### src/rtl/mem_port_arbiter_pkg.sv
// mem_arb_pkg: shared state, owner encoding and default widths for the memory port arbiter
package mem_arb_pkg;
    localparam int ADDR_W_DEF       = 32;
    localparam int DATA_W_DEF       = 32;
    localparam int MEM_DEPTH_DEF    = 8192;
    localparam int STARVE_LIMIT_DEF = 4;
    typedef enum logic [1:0] {ARB_IDLE, ARB_LS_RUN, ARB_FORCE_IF} arb_state_t;
    localparam logic [1:0] OWN_NONE = 2'b00;
    localparam logic [1:0] OWN_IF   = 2'b10;
    localparam logic [1:0] OWN_LS   = 2'b01;
endpackage

### src/rtl/mem_port_arbiter_if.sv
// mem_port_arbiter_if: fetch port, load/store port and RAM bus of the arbiter
//   master: requesters and RAM (drive requests and ram_dout)
//   slave:  arbiter (drives grants, read returns and RAM controls)
interface mem_port_arbiter_if
    import mem_arb_pkg::*;
#(
    parameter int ADDR_WIDTH = ADDR_W_DEF,
    parameter int DATA_WIDTH = DATA_W_DEF
);
    logic                  if_req;
    logic [ADDR_WIDTH-1:0] if_addr;
    logic                  if_gnt;
    logic                  if_rvalid;
    logic [DATA_WIDTH-1:0] if_rdata;
    logic                  ls_req;
    logic                  ls_we;
    logic [ADDR_WIDTH-1:0] ls_addr;
    logic [DATA_WIDTH-1:0] ls_wdata;
    logic                  ls_gnt;
    logic                  ls_rvalid;
    logic [DATA_WIDTH-1:0] ls_rdata;
    logic                  ls_err;
    logic [ADDR_WIDTH-1:0] ram_a;
    logic [DATA_WIDTH-1:0] ram_din;
    logic                  ram_rw;
    logic [DATA_WIDTH-1:0] ram_dout;
    modport master (
        output if_req, if_addr, ls_req, ls_we, ls_addr, ls_wdata, ram_dout,
        input  if_gnt, if_rvalid, if_rdata, ls_gnt, ls_rvalid, ls_rdata, ls_err,
               ram_a, ram_din, ram_rw
    );
    modport slave (
        input  if_req, if_addr, ls_req, ls_we, ls_addr, ls_wdata, ram_dout,
        output if_gnt, if_rvalid, if_rdata, ls_gnt, ls_rvalid, ls_rdata, ls_err,
               ram_a, ram_din, ram_rw
    );
endinterface

### src/rtl/mem_port_arbiter_fairness.sv
// mem_arb_fairness: counts consecutive LS wins over a waiting fetch and forces IF at the limit
//   in:  clk, rst (async high), if_req, if_gnt, ls_gnt
//   out: force_if (registered, high while in ARB_FORCE_IF)
module mem_arb_fairness
    import mem_arb_pkg::*;
#(
    parameter int STARVE_LIMIT = STARVE_LIMIT_DEF
) (
    input  logic clk,
    input  logic rst,
    input  logic if_req,
    input  logic if_gnt,
    input  logic ls_gnt,
    output logic force_if
);
    localparam logic [3:0] LIM = 4'(STARVE_LIMIT);
    arb_state_t state;
    logic [3:0] cnt;
    logic [3:0] cnt_inc;
    assign cnt_inc = cnt + 4'd1;
    always_ff @(posedge clk or posedge rst) begin
        if (rst) begin
            state    <= ARB_IDLE;
            cnt      <= '0;
            force_if <= 1'b0;
        end else begin
            case (state)
                ARB_IDLE: if (ls_gnt && if_req) begin
                    cnt      <= 4'd1;
                    state    <= (LIM == 4'd1) ? ARB_FORCE_IF : ARB_LS_RUN;
                    force_if <= LIM == 4'd1;
                end
                ARB_LS_RUN: if (ls_gnt && if_req) begin
                    cnt      <= cnt_inc;
                    state    <= (cnt_inc == LIM) ? ARB_FORCE_IF : ARB_LS_RUN;
                    force_if <= cnt_inc == LIM;
                end else begin
                    cnt      <= '0;
                    state    <= ARB_IDLE;
                    force_if <= 1'b0;
                end
                ARB_FORCE_IF: if (if_gnt || !if_req) begin
                    cnt      <= '0;
                    state    <= ARB_IDLE;
                    force_if <= 1'b0;
                end
                default: begin
                    cnt      <= '0;
                    state    <= ARB_IDLE;
                    force_if <= 1'b0;
                end
            endcase
        end
    end
endmodule

### src/rtl/mem_port_arbiter.sv
// mem_port_arbiter: shares one single-port RAM between instruction fetch and load/store
//   clk, rst (async high); bus (slave modport): IF/LS request+grant, read returns, RAM drive
//   MEM_ARB_STATS_EN adds stat_if_stall/stat_ls_stall saturating stall counters
module mem_port_arbiter
    import mem_arb_pkg::*;
#(
    parameter int ADDR_WIDTH   = ADDR_W_DEF,
    parameter int DATA_WIDTH   = DATA_W_DEF,
    parameter int MEM_DEPTH    = MEM_DEPTH_DEF,
    parameter int STARVE_LIMIT = STARVE_LIMIT_DEF
) (
    input logic clk,
    input logic rst,
    mem_port_arbiter_if.slave bus
`ifdef MEM_ARB_STATS_EN
    ,
    output logic [31:0] stat_if_stall,
    output logic [31:0] stat_ls_stall
`endif
);
    logic                  force_if;
    logic                  ls_in_range;
    logic [ADDR_WIDTH-1:0] a_q;
    logic [1:0]            own_q;
    logic                  err_q;
    // one extra bit so a depth equal to the full address space still compares correctly
    assign ls_in_range   = {1'b0, bus.ls_addr} < (ADDR_WIDTH + 1)'(MEM_DEPTH);
    assign bus.ls_gnt    = !rst && bus.ls_req && !(force_if && bus.if_req);
    assign bus.if_gnt    = !rst && bus.if_req && !bus.ls_gnt;
    assign bus.ram_a     = bus.ls_gnt ? bus.ls_addr : bus.if_gnt ? bus.if_addr : a_q;
    assign bus.ram_din   = bus.ls_wdata;
    assign bus.ram_rw    = bus.ls_gnt && bus.ls_we && ls_in_range;
    assign bus.if_rvalid = own_q == OWN_IF;
    assign bus.ls_rvalid = own_q == OWN_LS;
    assign bus.ls_err    = err_q;
    assign bus.if_rdata  = bus.if_rvalid ? bus.ram_dout : '0;
    assign bus.ls_rdata  = (bus.ls_rvalid && !err_q) ? bus.ram_dout : '0;
    always_ff @(posedge clk or posedge rst) begin
        if (rst) begin
            a_q   <= '0;
            own_q <= OWN_NONE;
            err_q <= 1'b0;
        end else begin
            a_q   <= bus.ram_a;
            own_q <= bus.if_gnt ? OWN_IF : (bus.ls_gnt && !bus.ls_we) ? OWN_LS : OWN_NONE;
            err_q <= bus.ls_gnt && !ls_in_range;
        end
    end
    mem_arb_fairness #(.STARVE_LIMIT(STARVE_LIMIT)) u_fair (
        .clk     (clk),
        .rst     (rst),
        .if_req  (bus.if_req),
        .if_gnt  (bus.if_gnt),
        .ls_gnt  (bus.ls_gnt),
        .force_if(force_if)
    );
`ifdef MEM_ARB_STATS_EN
    always_ff @(posedge clk or posedge rst) begin
        if (rst) begin
            stat_if_stall <= '0;
            stat_ls_stall <= '0;
        end else begin
            if (bus.if_req && !bus.if_gnt && stat_if_stall != '1) stat_if_stall <= stat_if_stall + 32'd1;
            if (bus.ls_req && !bus.ls_gnt && stat_ls_stall != '1) stat_ls_stall <= stat_ls_stall + 32'd1;
        end
    end
`endif
endmodule

### src/flat_wrapper.sv
// flat-port wrapper written by rule: the top's interface ports become plain ports
module mem_port_arbiter_flat import mem_arb_pkg::*;
#(
    parameter int ADDR_WIDTH   = ADDR_W_DEF,
    parameter int DATA_WIDTH   = DATA_W_DEF,
    parameter int MEM_DEPTH    = MEM_DEPTH_DEF,
    parameter int STARVE_LIMIT = STARVE_LIMIT_DEF
)
  (clk, rst, bus_if_req, bus_if_addr, bus_ls_req, bus_ls_we, bus_ls_addr, bus_ls_wdata, bus_ram_dout, bus_if_gnt, bus_if_rvalid, bus_if_rdata, bus_ls_gnt, bus_ls_rvalid, bus_ls_rdata, bus_ls_err, bus_ram_a, bus_ram_din, bus_ram_rw);
  mem_port_arbiter_if #(.ADDR_WIDTH(ADDR_WIDTH), .DATA_WIDTH(DATA_WIDTH)) bus_i ();
  input logic clk;
  input logic rst;
  input wire logic [$bits(bus_i.if_req)-1:0] bus_if_req;
  input wire logic [$bits(bus_i.if_addr)-1:0] bus_if_addr;
  input wire logic [$bits(bus_i.ls_req)-1:0] bus_ls_req;
  input wire logic [$bits(bus_i.ls_we)-1:0] bus_ls_we;
  input wire logic [$bits(bus_i.ls_addr)-1:0] bus_ls_addr;
  input wire logic [$bits(bus_i.ls_wdata)-1:0] bus_ls_wdata;
  input wire logic [$bits(bus_i.ram_dout)-1:0] bus_ram_dout;
  output wire logic [$bits(bus_i.if_gnt)-1:0] bus_if_gnt;
  output wire logic [$bits(bus_i.if_rvalid)-1:0] bus_if_rvalid;
  output wire logic [$bits(bus_i.if_rdata)-1:0] bus_if_rdata;
  output wire logic [$bits(bus_i.ls_gnt)-1:0] bus_ls_gnt;
  output wire logic [$bits(bus_i.ls_rvalid)-1:0] bus_ls_rvalid;
  output wire logic [$bits(bus_i.ls_rdata)-1:0] bus_ls_rdata;
  output wire logic [$bits(bus_i.ls_err)-1:0] bus_ls_err;
  output wire logic [$bits(bus_i.ram_a)-1:0] bus_ram_a;
  output wire logic [$bits(bus_i.ram_din)-1:0] bus_ram_din;
  output wire logic [$bits(bus_i.ram_rw)-1:0] bus_ram_rw;
  assign bus_i.if_req = bus_if_req;
  assign bus_i.if_addr = bus_if_addr;
  assign bus_i.ls_req = bus_ls_req;
  assign bus_i.ls_we = bus_ls_we;
  assign bus_i.ls_addr = bus_ls_addr;
  assign bus_i.ls_wdata = bus_ls_wdata;
  assign bus_i.ram_dout = bus_ram_dout;
  assign bus_if_gnt = bus_i.if_gnt;
  assign bus_if_rvalid = bus_i.if_rvalid;
  assign bus_if_rdata = bus_i.if_rdata;
  assign bus_ls_gnt = bus_i.ls_gnt;
  assign bus_ls_rvalid = bus_i.ls_rvalid;
  assign bus_ls_rdata = bus_i.ls_rdata;
  assign bus_ls_err = bus_i.ls_err;
  assign bus_ram_a = bus_i.ram_a;
  assign bus_ram_din = bus_i.ram_din;
  assign bus_ram_rw = bus_i.ram_rw;
  mem_port_arbiter #(.ADDR_WIDTH(ADDR_WIDTH), .DATA_WIDTH(DATA_WIDTH), .MEM_DEPTH(MEM_DEPTH), .STARVE_LIMIT(STARVE_LIMIT)) u_core (.clk(clk), .rst(rst), .bus(bus_i));
endmodule
### config.mk
export PLATFORM = sky130hd
export DESIGN_NAME = mem_port_arbiter_flat
export DESIGN_NICKNAME = d
export VERILOG_FILES = /design/src/rtl/mem_port_arbiter_pkg.sv /design/src/rtl/mem_port_arbiter_if.sv /design/src/rtl/mem_port_arbiter_fairness.sv /design/src/rtl/mem_port_arbiter.sv /design/src/flat_wrapper.sv
export SDC_FILE = /design/constraint.sdc
export NUM_CORES = 1
export LEC_CHECK = 0
export BUFFER_PORTS_ARGS = -buffer_cell sky130_fd_sc_hd__buf_4
export CORE_AREA = 2 2 103 105
export CTS_CLUSTER_DIAMETER = 150
export DETAILED_ROUTE_END_ITERATION = 8
export DIE_AREA = 0 0 105 107
export HOLD_SLACK_MARGIN = 0.08
export PLACE_DENSITY = 0.66
export SYNTH_ARGS = -nofsm -noshare
export SYNTH_HDL_FRONTEND = slang
export SYNTH_HIERARCHICAL = 1
export SYNTH_SLANG_ARGS = --single-unit
### constraint.sdc
create_clock -name clk -period 3.6 [get_ports clk]
set_clock_uncertainty 0.15 [all_clocks]
set_input_delay 0.54 -clock clk [delete_from_list [all_inputs] [get_ports clk]]
set_output_delay 0.54 -clock clk [all_outputs]
set_load 0.05 [all_outputs]
Word-level counts from Yosys, hierarchy flattened
Index checks and enable logic that the tools add are counted.
{ "word_totals": {"regBits": 42, "inputBits": 133, "output_inout_bits": 134, "elab_cells": 55} }
{ "classes": {"add_sub_neg": 1, "n_lt_le_gt_ge": 1, "eq_ne": 7, "mux": 19, "reduce_logical": 21} }
{ "op_table": {"columns": ["op", "count"], "rows": [
  ["32-bit 2-to-1 mux", 4],
  ["32-bit by 14-bit less-than comparator with 1-bit output (second input constant)", 1],
  ["4-bit 2-to-1 mux", 3],
  ["4-bit one-hot mux with 3 select lines", 1],
  ["1-bit logical AND", 11],
  ["2-bit 2-to-1 mux", 5],
  ["1-bit logical NOT", 7],
  ["2-bit one-hot mux with 3 select lines", 1],
  ["4-bit by 1-bit adder with 4-bit output (second input constant)", 1],
  ["2-bit by 1-bit == test with 1-bit output (second input constant)", 2],
  ["2-bit == test (second input constant)", 2],
  ["4-bit by 3-bit == test with 1-bit output (second input constant)", 1],
  ["1-bit 2-to-1 mux", 4],
  ["2-bit inequality test (second input constant)", 2],
  ["1-bit one-hot mux with 3 select lines", 1],
  ["2-bit logical NOT", 1],
  ["2-bit AND reduction", 1],
  ["1-bit logical OR", 1]
]} }

Depth between registers and ports, before layout
Gate-level depths: netlist (run 1).
{ "logic_depth": {"ltp_word": 8, "ltp_mapped": 9, "ltp_nobuf": 8} }

Hierarchy
The synthesis (run 1) kept the hierarchy.
{ "by_module_without_submodules": {"columns": ["mod", "instances", "cells_per_inst", "area_per_inst_um2", "seq_area_each_um2"], "rows": [
  ["mem_port_arbiter", 1, 227, 2658.8, 875.8],
  ["mem_arb_fairness", 1, 40, 392.9, 175.2]
]} }

Worst setup path before layout (run 1)
No wires, ideal clock.
{ "synth_timing": {"path_kind": "input -> output", "start": "in rst", "end": "out bus_ram_rw", "arrival_time_ns": 3.508, "required_ns": 2.910, "path_slack_ns": -0.598, "stages": 4, "n_path_buf": 1, "cell_sequence": "inv_1 nand3_2 buf_2 nor4_1"} }
{ "synth_between": {"elab_chain_len": 5} }
{ "synth_lines": {"columns": ["element", "line_no", "rtl"], "rows": [
  ["start, declared", "flat_wrapper.sv:12", "input logic rst;"],
  ["1-bit logical NOT", "mem_port_arbiter.sv:28", "assign bus.ls_gnt = !rst && bus.ls_req && !(force_if && bus.if_req);"],
  ["1-bit logical AND (2 in a row)", "mem_port_arbiter.sv:28", null],
  ["1-bit logical AND (2 in a row)", "mem_port_arbiter.sv:32", "assign bus.ram_rw = bus.ls_gnt && bus.ls_we && ls_in_range;"],
  ["end, declared", "flat_wrapper.sv:29", "output wire logic [$bits(bus_i.ram_rw)-1:0] bus_ram_rw;"]
]} }
Every way passes these cells.

Worst setup path in the final report (run 1)
{ "layout_timing": {"start": "in rst", "end": "out bus_ram_a[31]"} }
{ "layout_between": {"elab_chain_len": 7, "word_cells_on_any_way": 8, "cone_classes": "mux (2); reduce/logical (6)"} }
{ "layout_lines": {"columns": ["element", "line_no", "rtl"], "rows": [
  ["1-bit logical NOT *", "mem_port_arbiter.sv:28, mem_port_arbiter.sv:29", null],
  ["1-bit logical AND (2 in a row)", "mem_port_arbiter.sv:28", null],
  ["1-bit logical NOT", "mem_port_arbiter.sv:29", "assign bus.if_gnt = !rst && bus.if_req && !bus.ls_gnt;"],
  ["1-bit logical AND", "mem_port_arbiter.sv:29", null],
  ["32-bit 2-to-1 mux", "mem_port_arbiter.sv:30", "assign bus.ram_a = bus.ls_gnt ? bus.ls_addr : bus.if_gnt ? bus.if_addr : a_q;"],
  ["32-bit 2-to-1 mux *", "mem_port_arbiter.sv:30", null],
  ["end, declared", "flat_wrapper.sv:27", "output wire logic [$bits(bus_i.ram_a)-1:0] bus_ram_a;"]
]} }
Every way passes the cells marked *; elsewhere a longest branch is shown, timed or not.

==> qor.yml, run 1 <==
drc_errors: 0
areaGrowthSynthToFinish_pct: 49.9
slew_headroom_pct: 46.1
antenna_found_initial: 0
hold_path.class: "in -> reg"
slew_viol_final: 0
rr_startpoint: "u_core/u_fair/force_if$_DFFE_PP0P_"
endpoint: "bus_ram_a[31]"
num_rows: 37
synth_fp_nets: 402
root_buffer: "clkbuf_8"
antenna_left: 0
start_util_pct: 30.2
post-route-min-period_ns: 3.27
cts_tree: "built"
die_area_sq_um: 11200
netlist_instances: 267
setup_viol: 0
track_usage_pct: 14.7
die_h_um: 107
synth_ff_type: "dfrtp_1"
endpoint_kind: "output pin"
reg2reg_to: "u_core/u_fair/cnt[3]$_DFFE_PP0P_"
portBuffers: 202
wire_per_inst_um: 15.4
synth_edf_count: 0
place_area_sq_um: 4460
clkTransAtPathRegs_ns: 0.08
ys_top_cells_by_count: "64 x and2_1, 58 x mux2_4, 42 x dfrtp_1"
cp-start-kind: "input pin"
status: "finished clean"
nNetsFinal: 572
first_pass_iters: 4
grt_overflow: 0
leakage_uw: 0.00245
synth.most_common_cell: "and2_1"
peakVddDrop_mv: 0.232
cp_common_cell: "buf_4"
fin_crit_sh_pct: 90.9
r2r_cells: 9
cp_slowest_cell: "nand2b_4"
async_flop_share_pct: 100
numClockSinks: 42
ys_types: 35
ios: 267
dp_hpwl_um: 7070
yosys.area.top_type: "dfrtp_1"
layout-drive-gt1-share_pct: 64.2
tightestPinTransition_ns: 0.807
hold_violations: 0
die_w_um: 105
p_per_area_nw_per_um2: 370
whs_ns: 0.253
synth_top_area_share_pct: 34.4
crit_start: "rst"
ys_seq_elements: 42
critPathMaxStageDelay_ns: 0.53
drv_cap: 0
cp.arrival_ns: 2.58
crit_type: "in -> out"
ctsHoldBuffers: 1
diodes: 0
fmax_mhz: 306
totalWireLength_um: 8850
ys_warn_count: 6
insertion_delay_ns: 0.29
seq_area_frac_synth_pct: 34.4
core_sq_um: 10100
vias_per_cell: 4.34
clockBufferDepth: 2
drt_iter0_drc: 84
routabilityCongestion: 0.774
crit_fanout: 33
reg2reg_slack_ns: 1.46
grt_first_pass_wirelength_um: 13300
cts.repair.resized: 0
rsz0062_at_grt: "false"
nFillCells: 968
syn_area_per_cell_sq_um: 11.4
synth.top_cells.by_area: "dfrtp_1 34%, mux2_4 29%, and2_1 13%"
cp_cell_sequence: "dlygate4sd3_1, buf_4, nand2b_4, mux2_1, mux2_2, buf_4"
cts_setup_buffers: 0
h-tree-depth: 2
design_area_sq_um: 4570
cp.required_ns: 2.91
vias: 2492
cts_buffers: 5
fin_setup_tns_ns: 0
grt_pass1_vias: 2560
netlist_area_sq_um: 3050
grt_max_degree: 36
postLayoutCoreUtil_pct: 45.3
[critical path, delay by kind of cell]
kind,cells,cell delay (ns)
multiplexers,2,0.64
AND/OR/NAND/NOR,1,0.53
buffers and inverters,3,0.83
[final cells by class]
type                            count  area, sq um  area share [%]
Timing Repair Buffer              208         1560            34.2
Clock buffer                        7         76.3            1.67
Clock inverter                      1         30.0           0.656
Multi-Input combinational cell    173         1650            36.1
Sequential cell                    42         1050            23.0
Inverter                            7         30.0           0.656
Tap cell                          136          170            3.72
[placed cells by master (no fill, tap or decap), types with 2 or more instances in the layout]
cell,netlist,layout
nor2_1,3,3
and2_1,64,64
nor2b_1,5,5
nand2_1,4,4
mux2_1,3,3
clkbuf_1,6,2
dfrtp_1,42,42
nand3_1,3,3
ha_1,2,2
buf_4,34,207
o21ai_1,3,3
mux2_2,3,3
o21ai_0,2,2
o21a_1,2,2
inv_1,7,6
mux2_4,58,58
nor4_1,5,4
clkbuf_8,0,5
[layer usage]
layer	global-route usage, %	share of wire (%)	wire, um	vias to the layer above
met5	0	0	0	-
met4	2.57	0.69	61	0
met3	5.17	8.0	704	12
met2	25.9	52	4600	93
met1	17.5	39	3490	1189
li1	-	-	-	1198
[report_power, final]
group          leakage, uW  internal (uW)  switching [uW]
clock            0.0000524            208             165
combinational      0.00189            336             433
sequential        0.000507            529            20.6
total              0.00245           1070             619
[worst min-delay path by stage]
stage	from	to	slack (ns)	cells past startpoint
finish	bus_ls_we	u_core/own_q[0]$_DFF_PP0_	0.25	2
global route	bus_ls_we	u_core/own_q[0]$_DFF_PP0_	0.24	2
CTS	bus_ls_we	u_core/own_q[0]$_DFF_PP0_	0.24	2
detailed placement	u_core/u_fair/force_if$_DFFE_PP0P_	u_core/u_fair/force_if$_DFFE_PP0P_	0.34	2
global placement	u_core/u_fair/force_if$_DFFE_PP0P_	u_core/u_fair/force_if$_DFFE_PP0P_	0.34	2
floorplan	rst	u_core/u_fair/cnt[0]$_DFFE_PP0P_	0.19	1
[per-stage QoR]
step	cells	power (uW)	worst slack (ns)
floorplan	267	1190	0.00386
global placement	565	1320	0.878
detailed placement	565	1330	0.850
CTS	574	1720	0.310
global route	574	1780	0.241
finish	574	1690	0.328
[cell families (layout without fill, tap and decap cells)]
| kind of cell | after synthesis | in the layout | synth area share, % |
|---|---|---|---|
| compound gates | 14 | 14 | 3.36 |
| buf+inv | 52 | 223 | 11.6 |
| mux | 64 | 64 | 30.8 |
| simple gates | 93 | 93 | 19.0 |
| fa+ha+maj | 2 | 2 | 0.820 |
| flops | 42 | 42 | 34.4 |
[registers in the layout (all words and copies together), names as in the netlist]
| signal | flops |
|---|---|
| u_core/a_q | 32 |
| u_core/bus.ls_err | 1 |
| u_core/own_q | 2 |
| u_core/u_fair/cnt | 4 |
| u_core/u_fair/force_if | 1 |
| u_core/u_fair/state | 2 |
(Power assumes the default switching activity.)
==> inputs of run 2 (changes only) <==
--- a/config.mk
+++ b/config.mk
@@ -5,7 +5,7 @@
 export SDC_FILE = /design/constraint.sdc
 export NUM_CORES = 1
 export LEC_CHECK = 0
-export BUFFER_PORTS_ARGS = -buffer_cell sky130_fd_sc_hd__buf_4
+export BUFFER_PORTS_ARGS = -buffer_cell sky130_fd_sc_hd__buf_2
 export CORE_AREA = 2 2 103 105
 export CTS_CLUSTER_DIAMETER = 150
 export DETAILED_ROUTE_END_ITERATION = 8
==> run 2 against run 1 <==
Net effect:
- register-to-register slack worse by 0.24 ns
- non-clock buffer count is 1 lower
- maximum frequency decreased by 1.7%
- combinational power fell by 10%
- clock-buffer cell count did not move
- final cell count fell by 0.17%
- utilization fell by 5.0 points
- critical path type unchanged
- critical endpoint unchanged
- largest cell class unchanged
==> qor.yml, run 2 (synthesis results as in run 1) <==
status: "finished clean"
hold_path.class: "in -> reg"
core_sq_um: 10100
ios: 267
fin_crit_sh_pct: 92.4
postLayoutCoreUtil_pct: 40.4
track_usage_pct: 14.0
grt_overflow: 0
numClockSinks: 42
start_util_pct: 30.2
cts_tree: "built"
endpoint_kind: "output pin"
reg2reg_slack_ns: 1.22
vias_per_cell: 4.42
pwr-share-comb_pct: 43.0
die_w_um: 105
vias: 2531
fmax_mhz: 301
slew_headroom_pct: 52.4
rr_startpoint: "u_core/u_fair/force_if$_DFFE_PP0P_"
holdCritStartpoint: "bus_ls_we"
slew_viol_final: 0
routabilityCongestion: 0.799
grt_pass1_vias: 2501
crit_start: "rst"
cp-start-kind: "input pin"
power_frac_clock_pct: 22.7
post-route-min-period_ns: 3.33
tightestPinTransition_ns: 0.712
dp_hpwl_um: 6850
top_regs: "u_core/a_q: 32 flops, u_core/u_fair/cnt: 4 flops"
clkTransAtPathRegs_ns: 0.08
clockBufferDepth: 2
largest-register: "u_core/a_q"
insertion_delay_ns: 0.29
peakVddDrop_mv: 0.207
diodes: 0
die_area_sq_um: 11200
wire_per_inst_um: 14.6
p_sw_share_pct: 37.7
areaGrowthSynthToFinish_pct: 33.5
instances_no_fill: 573
nFillCells: 1030
mostFrequentLayoutCell: "buf_2"
cts.repair.resized: 0
p_sw_uw: 604
crit_type: "in -> out"
first_pass_iters: 4
antenna_found_initial: 0
root_buffer: "clkbuf_8"
portBuffers: 202
rsz0062_at_grt: "false"
grt_max_degree: 36
drv_cap: 0
setup_viol: 0
pwr-share-seq_pct: 34.4
hold_violations: 0
die_h_um: 107
p_per_area_nw_per_um2: 393
antenna_left: 0
leakage_uw: 0.00234
fin_setup_tns_ns: 0
final_cell_mix: "202 x buf_2, 64 x and2_1, 58 x mux2_4"
drt_iter0_drc: 105
internal-power_uw: 998
drc_errors: 0
largest_reg_flops: 32
crit_fanout: 33
nNetsFinal: 571
whs_ns: 0.264
cp.required_ns: 2.91
power_uw: 1600
layout-drive-gt1-share_pct: 64.1
cp.arrival_ns: 2.64
num_rows: 37
totalWireLength_um: 8390
h-tree-depth: 2
cts_buffers: 5
dp.cells: 564
grt_first_pass_wirelength_um: 12700
[run 2: worst paths after layout]
path / depth (start not counted) / endpoint
min in group asynchronous: 3 / u_core/u_fair/force_if$_DFFE_PP0P_
worst max-delay path: 6 / bus_ram_a[31]
worst max register to register: 8 / u_core/u_fair/cnt[3]$_DFFE_PP0P_
worst min-delay path: 2 / u_core/own_q[0]$_DFF_PP0_
worst min register to register: 2 / u_core/u_fair/force_if$_DFFE_PP0P_
max in group asynchronous: 4 / u_core/a_q[27]$_DFF_PP0_
[run 2: final cells by class]
cell class              instances  area, sq um  share of cell area, %
well taps                     136          170                   4.18
clock buffers                   7         76.3                   1.87
multi-input cells             173         1650                   40.6
clock inverters                 1         30.0                  0.737
flip-flops and latches         42         1050                   25.8
repair buffers                207         1060                   26.1
inverters                       7         30.0                  0.737
[run 2: repair_timing]
| item | CTS | global route |
|---|---|---|
| hold buffers | 1 | 0 |
| buffers inserted | 0 | 0 |
| endpoints found under the hold margin | 7 | 0 |
[run 2: through the flow]
step	instance area [sq um]	worst slack, ns
2_1_floorplan	3060	0.00386
3_3_place_gp	3960	0.828
3_5_place_dp	3960	0.811
4_1_cts	4070	0.266
5_1_grt	4070	0.218
6_report	4070	0.273
[run 2: power groups by stage]
| stage | sequential [uW] | combinational, uW | clock, uW |
|---|---|---|---|
| 6_report | 551 | 689 | 363 |
| 4_1_cts | 551 | 694 | 381 |
| 3_5_place_dp | 560 | 691 | 0 |
| 3_3_place_gp | 557 | 683 | 0 |
| 2_1_floorplan | 555 | 631 | 0 |
| 5_1_grt | 557 | 726 | 403 |
[run 2: metal layers]
layer / part of all wire [%] / track usage [%]
met1: 41 / 17.1
met2: 52 / 24.4
met3: 6.8 / 4.50
met5: 0 / 0
met4: 0.71 / 2.67
[run 2: worst max-delay path, stage by stage]
cell and delay [ns]:
dlygate4sd3_1 0.52, buf_2 0.14, nand2b_4 0.53, mux2_1 0.38
mux2_2 0.28, buf_2 0.21
